## src/rtl/brick_game_ctrl_pkg.sv

```systemverilog
// Shared definitions for the brick game sequencer: FSM state codes,
// default sizing and the saturating score adder.
package brick_game_ctrl_pkg;

   typedef enum logic [2:0] {
      ST_SERVE = 3'd0,
      ST_PLAY  = 3'd1,
      ST_LOST  = 3'd2,
      ST_CLEAR = 3'd3,
      ST_OVER  = 3'd4
   } state_e;

   localparam int DEF_NUM_BRICKS = 10;
   localparam int DEF_LIVES      = 3;
   localparam int DEF_SCORE_W    = 8;
   localparam int DEF_PTS        = 1;

   // Adds b to a and clamps the result at max_v.
   function automatic logic [31:0] sat_add(input logic [31:0] a,
                                           input logic [31:0] b,
                                           input logic [31:0] max_v);
      logic [32:0] sum;
      sum = {1'b0, a} + {1'b0, b};
      if (sum > {1'b0, max_v}) begin
         return max_v;
      end
      return sum[31:0];
   endfunction

endpackage

```

## src/rtl/brick_priority_arb.sv

```systemverilog
// Find-first-set arbiter: the lowest-index requesting brick wins.
module brick_priority_arb #(
   parameter int  NB = 10,
   localparam int IW = $clog2(NB)
) (
   input  logic [NB-1:0] req_i,
   output logic          gnt_valid_o,
   output logic [IW-1:0] gnt_idx_o
);

   // Scan downwards so the last match seen is the lowest index.
   always_comb begin
      gnt_valid_o = 1'b0;
      gnt_idx_o   = '0;
      for (int i = NB - 1; i >= 0; i--) begin
         if (req_i[i]) begin
            gnt_valid_o = 1'b1;
            gnt_idx_o   = IW'(i);
         end
      end
   end

endmodule

```

## src/rtl/brick_game_ctrl.sv

```systemverilog
// Game-level sequencer: brick alive vector, one hit per frame, score,
// remaining balls and the serve/play/lost/clear/over state machine.
module brick_game_ctrl
   import brick_game_ctrl_pkg::*;
#(
   parameter int  NUM_BRICKS = DEF_NUM_BRICKS,
   parameter int  LIVES      = DEF_LIVES,
   parameter int  SCORE_W    = DEF_SCORE_W,
   parameter int  PTS        = DEF_PTS,
   localparam int IDX_W      = $clog2(NUM_BRICKS)
) (
   input  logic                  clk_i,
   input  logic                  rst_ni,
   input  logic                  frame_tick_i,
   input  logic                  start_i,
   input  logic [NUM_BRICKS-1:0] collide_i,
   input  logic                  ball_lost_i,
   output logic [NUM_BRICKS-1:0] alive_o,
   output logic                  hit_valid_o,
   output logic [IDX_W-1:0]      hit_idx_o,
   output logic                  ball_run_o,
   output logic                  ball_reset_o,
   output logic [SCORE_W-1:0]    score_o,
   output logic [2:0]            lives_o,
   output logic [2:0]            state_o,
   output logic                  level_clear_o,
   output logic                  game_over_o
);

   localparam logic [31:0] SCORE_MAX  = (32'd1 << SCORE_W) - 32'd1;
   localparam logic [2:0]  LIVES_INIT = 3'(LIVES);

   state_e                  state_q, state_d;
   logic                    start_q;
   logic                    frame_lock_q, frame_lock_d;
   logic [NUM_BRICKS-1:0]   alive_q, alive_d;
   logic [SCORE_W-1:0]      score_q, score_d;
   logic [2:0]              lives_q, lives_d;
   logic                    hit_valid_q, hit_valid_d;
   logic [IDX_W-1:0]        hit_idx_q, hit_idx_d;
   logic                    ball_reset_q, ball_reset_d;
   logic                    ball_run_q, ball_run_d;
   logic                    level_clear_q, level_clear_d;
   logic                    game_over_q, game_over_d;

   logic                    start_rise;
   logic                    gnt_valid;
   logic                    grant;
   logic [IDX_W-1:0]        gnt_idx;
   logic [NUM_BRICKS-1:0]   gnt_mask;

   assign start_rise = start_i & ~start_q;

   brick_priority_arb #(.NB(NUM_BRICKS)) u_arb (
      .req_i       (collide_i & alive_q),
      .gnt_valid_o (gnt_valid),
      .gnt_idx_o   (gnt_idx)
   );

   // A hit is granted only while playing and only once per frame.
   assign grant    = (state_q == ST_PLAY) & gnt_valid & ~frame_lock_q;
   assign gnt_mask = NUM_BRICKS'(1) << gnt_idx;

   always_ff @(posedge clk_i or negedge rst_ni) begin
      if (!rst_ni) begin
         state_q <= ST_SERVE;
      end else begin
         state_q <= state_d;
      end
   end

   always_comb begin
      state_d      = state_q;
      alive_d      = alive_q;
      score_d      = score_q;
      lives_d      = lives_q;
      hit_valid_d  = 1'b0;
      hit_idx_d    = hit_idx_q;
      ball_reset_d = 1'b0;
      frame_lock_d = frame_lock_q;
      if (grant) begin
         frame_lock_d = 1'b1;
      end else if (frame_tick_i) begin
         frame_lock_d = 1'b0;
      end
      unique case (state_q)
         ST_SERVE: begin
            if (start_rise) state_d = ST_PLAY;
         end
         ST_PLAY: begin
            if (grant) begin
               alive_d     = alive_q & ~gnt_mask;
               hit_valid_d = 1'b1;
               hit_idx_d   = gnt_idx;
               score_d     = SCORE_W'(sat_add(32'(score_q), 32'(PTS), SCORE_MAX));
            end
            // Clearing the field wins over a ball lost in the same cycle.
            if (grant && (alive_d == '0)) begin
               state_d = ST_CLEAR;
            end else if (ball_lost_i) begin
               state_d = ST_LOST;
               lives_d = (lives_q == 3'd0) ? 3'd0 : lives_q - 3'd1;
            end
         end
         ST_LOST: begin
            if (lives_q == 3'd0) begin
               state_d = ST_OVER;
            end else begin
               ball_reset_d = 1'b1;
               state_d      = ST_SERVE;
            end
         end
         ST_CLEAR: begin
            if (start_rise) begin
               alive_d      = '1;
               ball_reset_d = 1'b1;
               state_d      = ST_SERVE;
            end
         end
         ST_OVER: begin
            if (start_rise) begin
               score_d      = '0;
               lives_d      = LIVES_INIT;
               alive_d      = '1;
               ball_reset_d = 1'b1;
               state_d      = ST_SERVE;
            end
         end
         default: state_d = ST_SERVE;
      endcase
   end

   always_comb begin
      ball_run_d    = (state_d == ST_PLAY);
      level_clear_d = (state_d == ST_CLEAR);
      game_over_d   = (state_d == ST_OVER);
   end

   always_ff @(posedge clk_i or negedge rst_ni) begin
      if (!rst_ni) begin
         start_q       <= 1'b0;
         frame_lock_q  <= 1'b0;
         alive_q       <= '1;
         score_q       <= '0;
         lives_q       <= LIVES_INIT;
         hit_valid_q   <= 1'b0;
         hit_idx_q     <= '0;
         ball_reset_q  <= 1'b0;
         ball_run_q    <= 1'b0;
         level_clear_q <= 1'b0;
         game_over_q   <= 1'b0;
      end else begin
         start_q       <= start_i;
         frame_lock_q  <= frame_lock_d;
         alive_q       <= alive_d;
         score_q       <= score_d;
         lives_q       <= lives_d;
         hit_valid_q   <= hit_valid_d;
         hit_idx_q     <= hit_idx_d;
         ball_reset_q  <= ball_reset_d;
         ball_run_q    <= ball_run_d;
         level_clear_q <= level_clear_d;
         game_over_q   <= game_over_d;
      end
   end

   assign alive_o       = alive_q;
   assign hit_valid_o   = hit_valid_q;
   assign hit_idx_o     = hit_idx_q;
   assign ball_run_o    = ball_run_q;
   assign ball_reset_o  = ball_reset_q;
   assign score_o       = score_q;
   assign lives_o       = lives_q;
   assign state_o       = state_q;
   assign level_clear_o = level_clear_q;
   assign game_over_o   = game_over_q;

endmodule

```

## config.mk

```make
export PLATFORM = sky130hd
export DESIGN_NAME = brick_game_ctrl
export DESIGN_NICKNAME = d
export VERILOG_FILES = /design/src/rtl/brick_game_ctrl_pkg.sv /design/src/rtl/brick_priority_arb.sv /design/src/rtl/brick_game_ctrl.sv
export SDC_FILE = /design/constraint.sdc
export NUM_CORES = 1
export LEC_CHECK = 0
export ABC_AREA = 1
export CAP_MARGIN = 20
export CORE_UTILIZATION = 52
export CTS_BUF_LIST = sky130_fd_sc_hd__clkbuf_4 sky130_fd_sc_hd__clkbuf_8
export DETAILED_ROUTE_END_ITERATION = 7
export PLACE_DENSITY_LB_ADDON = 0.05
export SETUP_SLACK_MARGIN = 0.2
export SLEW_MARGIN = 20
export SYNTH_ARGS = -nofsm -noshare
export SYNTH_HDL_FRONTEND = slang
export SYNTH_HIERARCHICAL = 1
export SYNTH_SLANG_ARGS = --single-unit
```

## constraint.sdc

```tcl
create_clock -name clk_i -period 2.45 [get_ports clk_i]
set_input_delay 0.3675 -clock clk_i [delete_from_list [all_inputs] [get_ports clk_i]]
set_output_delay 0.3675 -clock clk_i [all_outputs]
set_load 0.005 [all_outputs]
```

## After elaboration in Yosys (flattened, before gate mapping)

Cells that the tools add are included.

| storage, ports and cells | value |
|---|---|
| output and inout bits | 33 |
| bits in registers | 35 |
| logic and storage cells | 98 |

| cells by class | value |
|---|---|
| reductions and logical operators | 12 |
| equal/unequal tests | 12 |
| bitwise gates (word level) | 8 |
| shift operators | 1 |
| $add $sub $neg | 2 |
| muxes and demuxes | 50 |
| order comparisons | 1 |

Operators with widths:

| kind | number |
|---|---|
| 4-bit 2-to-1 mux | 10 |
| 8-bit 2-to-1 mux | 4 |
| 10-bit 2-to-1 mux | 3 |
| 3-bit 2-to-1 mux | 9 |
| 10-bit bitwise AND | 2 |
| 10-bit case mux with 2 select lines | 1 |
| 1-bit 2-to-1 mux | 19 |
| 8-bit case mux with 2 select lines | 1 |
| 3-bit case mux with 4 select lines | 1 |
| 10-bit zero test | 1 |
| 10-bit NOT | 1 |
| 1-bit by 4-bit left shift with 10-bit output, first input constant | 1 |
| 8-bit by 1-bit adder with 9-bit output, second input constant | 1 |
| 3-bit by 2-bit equality test with 1-bit output, second input constant | 3 |
| 9-bit by 8-bit greater-than comparator with 1-bit output, second input constant | 1 |
| 2-bit inequality test, second input constant | 4 |
| 3-bit by 1-bit equality test with 1-bit output, second input constant | 2 |
| 3-bit equality test, second input constant | 2 |
| 3-bit zero test | 2 |
| 3-bit case mux with 2 select lines | 1 |
| 2-bit nonzero test | 3 |
| 2-bit AND reduction | 2 |
| 4-bit AND reduction | 1 |
| 1-bit bitwise AND | 3 |
| other kinds (7) | 8 |

## Depth between registers and ports, before layout

| depth | value |
|---|---|
| depth after elaboration | 21 |
| gate-level depth with buffers | 23 |

## Hierarchy

The synthesis kept the hierarchy.

By module, submodules not included:

| module | area each (µm²) | instances | cells an instance |
|---|---|---|---|
| brick_game_ctrl | 1936.9 | 1 | 255 |
| brick_priority_arb | 120.1 | 1 | 28 |

## Worst setup path before layout

Ideal clock, no wire load.

| timing | value |
|---|---|
| path kind | register -> register |
| start point | reg alive_q[6] (netlist: alive_o[6]) |
| end point | reg ball_run_q (netlist: ball_run_o) |
| path buffers | 0 |
| path slack | 0.338 ns |
| clock period less this slack | 2.112 ns |
| arrival | 1.989 ns |
| library setup time | 0.123 ns |
| cell stages (with the launch flop) | 18 |
| cells stage by stage | dfstp_2 -> nand2_1 -> inv_1 -> nor2_1 -> nor3_1 -> nor3_1 -> nor3_1 -> nand2_1 -> nor2_1 -> nand2_1 -> nand2_1 -> nand2_1 -> nor2_2 -> nand3_2 -> nand2_1 -> nand2_1 -> nand2_1 -> nor2_1 |

| between the ends | value |
|---|---|
| word-level cells in the longest chain between the ends | 18 |
| elaborated cells on any way between the ends | 27 |
| classes of those cells | eq/ne: 1; shift: 1; mux: 18; bitwise: 5; reduce/logical: 2 |

RTL lines:

| element | RTL line | RTL |
|---|---|---|
| start, declared | brick_game_ctrl.sv:36 | `logic [NUM_BRICKS-1:0] alive_q, alive_d;` |
| start signal, assigned | brick_game_ctrl.sv:155 | `alive_q <= alive_d;` |
| 10-bit bitwise AND | brick_game_ctrl.sv:55 | `.req_i (collide_i & alive_q),` |
| 4-bit 2-to-1 mux (7 in a row) | brick_priority_arb.sv:16 | `if (req_i[i]) begin` |
| named net gnt_idx[1] | brick_game_ctrl.sv:49 | `logic [IDX_W-1:0] gnt_idx;` |
| 1-bit by 4-bit left shift with 10-bit output | brick_game_ctrl.sv:62 | `assign gnt_mask = NUM_BRICKS'(1) << gnt_idx;` |
| 10-bit NOT | brick_game_ctrl.sv:92 | `alive_d = alive_q & ~gnt_mask;` |
| 10-bit bitwise AND | brick_game_ctrl.sv:92 |  |
| 10-bit 2-to-1 mux | brick_game_ctrl.sv:91 | `if (grant) begin` |
| 10-bit 2-to-1 mux | brick_game_ctrl.sv:86 | `unique case (state_q)` |
| 10-bit zero test | brick_game_ctrl.sv:98 | `if (grant && (alive_d == '0)) begin` |
| 1-bit logical AND | brick_game_ctrl.sv:98 |  |
| 3-bit 2-to-1 mux | brick_game_ctrl.sv:98 |  |
| 3-bit case mux with 4 select lines | brick_game_ctrl.sv:86 |  |
| named net state_d[1] | brick_game_ctrl.sv:33 | `state_e state_q, state_d;` |
| 3-bit by 1-bit equality test with 1-bit output | brick_game_ctrl.sv:134 | `ball_run_d = (state_d == ST_PLAY);` |
| named net ball_run_d | brick_game_ctrl.sv:42 | `logic ball_run_q, ball_run_d;` |
| end signal, assigned | brick_game_ctrl.sv:161 | `ball_run_q <= ball_run_d;` |
| end, declared | brick_game_ctrl.sv:42 |  |

The timed path passes the listed nets, and every way through them passes these cells. The select of a mux whose other input is x is not followed.
A chain may end at the register's enable or synchronous reset.

## Final worst setup path

| timing | value |
|---|---|
| start point | in collide_i[5] |
| end point | reg ball_run_q (netlist: ball_run_o) |

| between the ends | value |
|---|---|
| word-level cells in the longest chain between the ends | 17 |
| elaborated cells on any way between the ends | 25 |
| classes of those cells | eq/ne: 1; shift: 1; mux: 16; bitwise: 5; reduce/logical: 2 |

RTL lines:

| element | RTL line | RTL |
|---|---|---|
| start, declared | brick_game_ctrl.sv:16 | `input logic [NUM_BRICKS-1:0] collide_i,` |
| 10-bit bitwise AND | brick_game_ctrl.sv:55 |  |
| 4-bit 2-to-1 mux (6 in a row) | brick_priority_arb.sv:16 |  |
| named net gnt_idx[3] | brick_game_ctrl.sv:49 |  |
| 1-bit by 4-bit left shift with 10-bit output | brick_game_ctrl.sv:62 |  |
| 10-bit NOT | brick_game_ctrl.sv:92 |  |
| 10-bit bitwise AND | brick_game_ctrl.sv:92 |  |
| 10-bit 2-to-1 mux | brick_game_ctrl.sv:91 |  |
| 10-bit 2-to-1 mux | brick_game_ctrl.sv:86 |  |
| 10-bit zero test | brick_game_ctrl.sv:98 |  |
| 1-bit logical AND | brick_game_ctrl.sv:98 |  |
| 3-bit 2-to-1 mux | brick_game_ctrl.sv:98 |  |
| 3-bit case mux with 4 select lines | brick_game_ctrl.sv:86 |  |
| named net state_d[1] | brick_game_ctrl.sv:33 |  |
| 3-bit by 1-bit equality test with 1-bit output | brick_game_ctrl.sv:134 |  |
| named net ball_run_d | brick_game_ctrl.sv:42 |  |

The timed path passes the listed nets, and every way through them passes these cells. The select of a mux whose other input is x is not followed.

==> run metrics <==
clk_lat worst skew 0.30 ns; core region area 3720 µm²; pin count of the biggest net entering global routing 36; top cell family by delay on the critical path simple AND/OR/NAND/NOR gates; CTS buffer count 5; PnR Total Power 3.53 mW; #FFs+latches synth 35; worst hold slack between 0.4 and 0.5 ns; worst-case clock skew 0.00493 ns; I/O Buffers 47; Slew HR 70.3%; post-synth top area share between 20% and 30%; slowest stage cell on the critical path clkdlybuf4s50_1; Seq/Total Area, Yosys a little over two fifths; residual DRC count 0; Synth area leaders dfrtp_1 28%, dfstp_2 15%, nand2_1 14%, inv_1 8.8%, a21oi_1 5.8%; final design utilization ~80%; gr usage total approximately 28%; deepest clock path buffer count 2; vias 2179; vias in the first global route ~2100; compound-gate portion of the synthesized area 12.4%; element type at the critical path start input port; share of cells above drive strength 1 between 20% and 30%; Detail Placement HPWL between 3000 and 4000 µm; Yosys top cell by area dfrtp_1; crit-path cells clkdlybuf4s50_1, nand2_1, inv_1, inv_1, nand3_1, nor3_1, buf_4, buf_4, nor2_2, nand3_2, a21oi_2, nand2_1, nor2_2, nand3_4, nand2_2, nand2_2, nand2_2, nor2_1; placed inst area ~2700 µm²; root buf cell clkbuf_8; Routed WL 5720 µm; sequential cell area 891 µm²; ANT nets after route 0; Top cell by count, worst path nand2_2; Setup WS pre-CTS -0.139 ns; footprint of the multi-input gates 1060 µm²; Slew Limit Fails 0; Die Width 64.9 µm; Ys Warns 6; antenna violations before repair 0; unrepaired setup endpoints after global routing yes; Max-cap violations 0; Tmin final 2.38 ns; die area 4210 µm²; Congestion Overflow GR 0; Leak Pwr about 1.5 nW; filler instances 253; final setup fails 0; CP peak stage delay 0.46 ns; Final Non-Filler Cells a little over 400; Reg clk slew, reported paths roughly 0.080 ns; H-tree Lvls 2; final instance area 3060 µm²; GP Congestion 0.996; diode count 0; nets@finish 382; Via density 5.26; WL/cell ~14 µm; final setup margin 0.0656 ns; outcome completed; # rows 22; Iter 0 DRT Violations 122; TritonCTS clock tree yes; Worst EP arrival 2.57 ns; worst hold-check path type input port to asynchronous set/reset pin; worst-margin pin slew approximately 0.44 ns; maximum fanout along the worst path 3; Peak Freq 419 MHz; power per cell area roughly 1200 nW/µm²; Mapped Avg Cell Area 7.27 µm²; VDD IR max 576 µV; CP Capture Type flop; CTS Hold Buffers Added 0; synth unique cells 27; drt first pass iters 4; CP required 2.64 ns; xor-xnor portion of the synthesized cell area 2.55%; Ports 48; Final period util between 90% and 100%; clock sink total 35; first-pass GRT wire length about 9000 µm; Buffers & Inverters on Critical Path 5; Netlist Area Pre-Place 2060 µm²; placed cell count 396; adder-cell area share of the yosys netlist 1.22%; area grow syn2layout 48.6%; post-synthesis mux area share 0%; synthesized instance count between 200 and 300; final hold violation count 0; Die Y between 60 and 70 µm; Setup TNS 0 ns; Setup Crit Path Kind input port to flop; simple-gate share of the synthesized area 29.9%; largest family of logic cells by synthesized area simple AND/OR/NAND/NOR gates; Mapped Nets 300; Starting Density 55.4%
-- cells in the mapped netlist (all sizes together) --
library cell and number:
a31oi 1, inv 51, a21oi 26, dfrtp 23
xor2 6, nor2 29, nand3 21, nand4 1
o21ai 20, dfstp 12, nand2 78, ha 2
clkbuf 1, buf 3, nor3 9
-- logic make-up (layout without fill, tap and decap cells) --
| logic type | count (synthesis) | in the layout |
|---|---|---|
| xor gates and xnor gates | 6 | 6 |
| adders and majority gates | 2 | 2 |
| buffers and inverters | 55 | 138 |
| DFF | 35 | 35 |
| and+or+nand+nor | 138 | 138 |
| AOI/OAI and AO/OA | 47 | 47 |
-- worst paths after layout --
kind                              startpoint          to  slack, ns  cells past startpoint
worst max-delay path            collide_i[5]  ball_run_o       0.07                     18
worst min-delay path                  rst_ni  score_o[1]       0.48                      2
worst max register to register    alive_o[7]  ball_run_o       0.07                     21
worst min register to register    lives_o[1]  lives_o[1]       0.49                      2
max in group asynchronous             rst_ni  alive_o[6]       1.62                      2
min in group clk_i                lives_o[1]  lives_o[1]       0.49                      2
-- cell usage in the layout (no fill, tap or decap), types with 2 or more instances in the layout --
| cell | count |
|---|---|
| dfstp_2 | 12 |
| ha_1 | 2 |
| nor2_4 | 2 |
| inv_2 | 11 |
| dfrtp_1 | 23 |
| a21oi_1 | 22 |
| nor2_2 | 7 |
| nand3_4 | 2 |
| a21oi_4 | 2 |
| o21ai_1 | 2 |
| inv_1 | 40 |
| nor2_1 | 19 |
| xor2_1 | 6 |
| clkbuf_8 | 5 |
| dlymetal6s2s_1 | 2 |
| nor3_1 | 5 |
| bufinv_16 | 2 |
| clkdlybuf4s50_1 | 45 |
| nor3_2 | 4 |
| o21ai_0 | 17 |
| buf_4 | 32 |
| nand3_1 | 13 |
| a21oi_2 | 2 |
| nand3_2 | 6 |
| nand2_1 | 65 |
| nand2_2 | 13 |
-- routing by layer --
metal,routed length [µm],track usage [%],vias to the layer above,share of wire (%)
met4,143,15.0,0,2.5
met1,2420,35.9,1020,42
met5,0,0,-,0
met3,403,6.16,15,7.0
met2,2760,45.3,92,48
li1,-,-,1052,-
-- flip-flops by register name, summed over array words and instances, names as in the netlist --
name / cells
alive_o: 10
score_o: 8
hit_idx_o: 4
lives_o: 3
state_o: 3
ball_reset_o: 1
ball_run_o: 1
frame_lock_q: 1
game_over_o: 1
hit_valid_o: 1
level_clear_o: 1
start_q: 1
-- power breakdown --
group	internal (mW)	total (mW)	switching (mW)	leakage, nW
registers	0.803	0.960	0.157	0.432
logic	0.892	1.93	1.04	1.03
clock network	0.406	0.639	0.233	0.0644
total	2.10	3.53	1.43	1.52
-- repair_timing --
action                     in CTS  in global routing
setup endpoints to repair       6                  7
buffers inserted                6                  4
gates resized for setup         9                 33
pin swaps                       6                 17
-- cell type report --
class / instances / area share (%)
multi-input cells: 193 / 34.8
flip-flops and latches: 35 / 29.1
repair buffers: 79 / 23.4
inverters: 51 / 6.26
clock buffers: 5 / 2.25
clock inverters: 3 / 2.21
well taps: 48 / 1.96
Note: power is estimated with default switching activity, not from simulation.
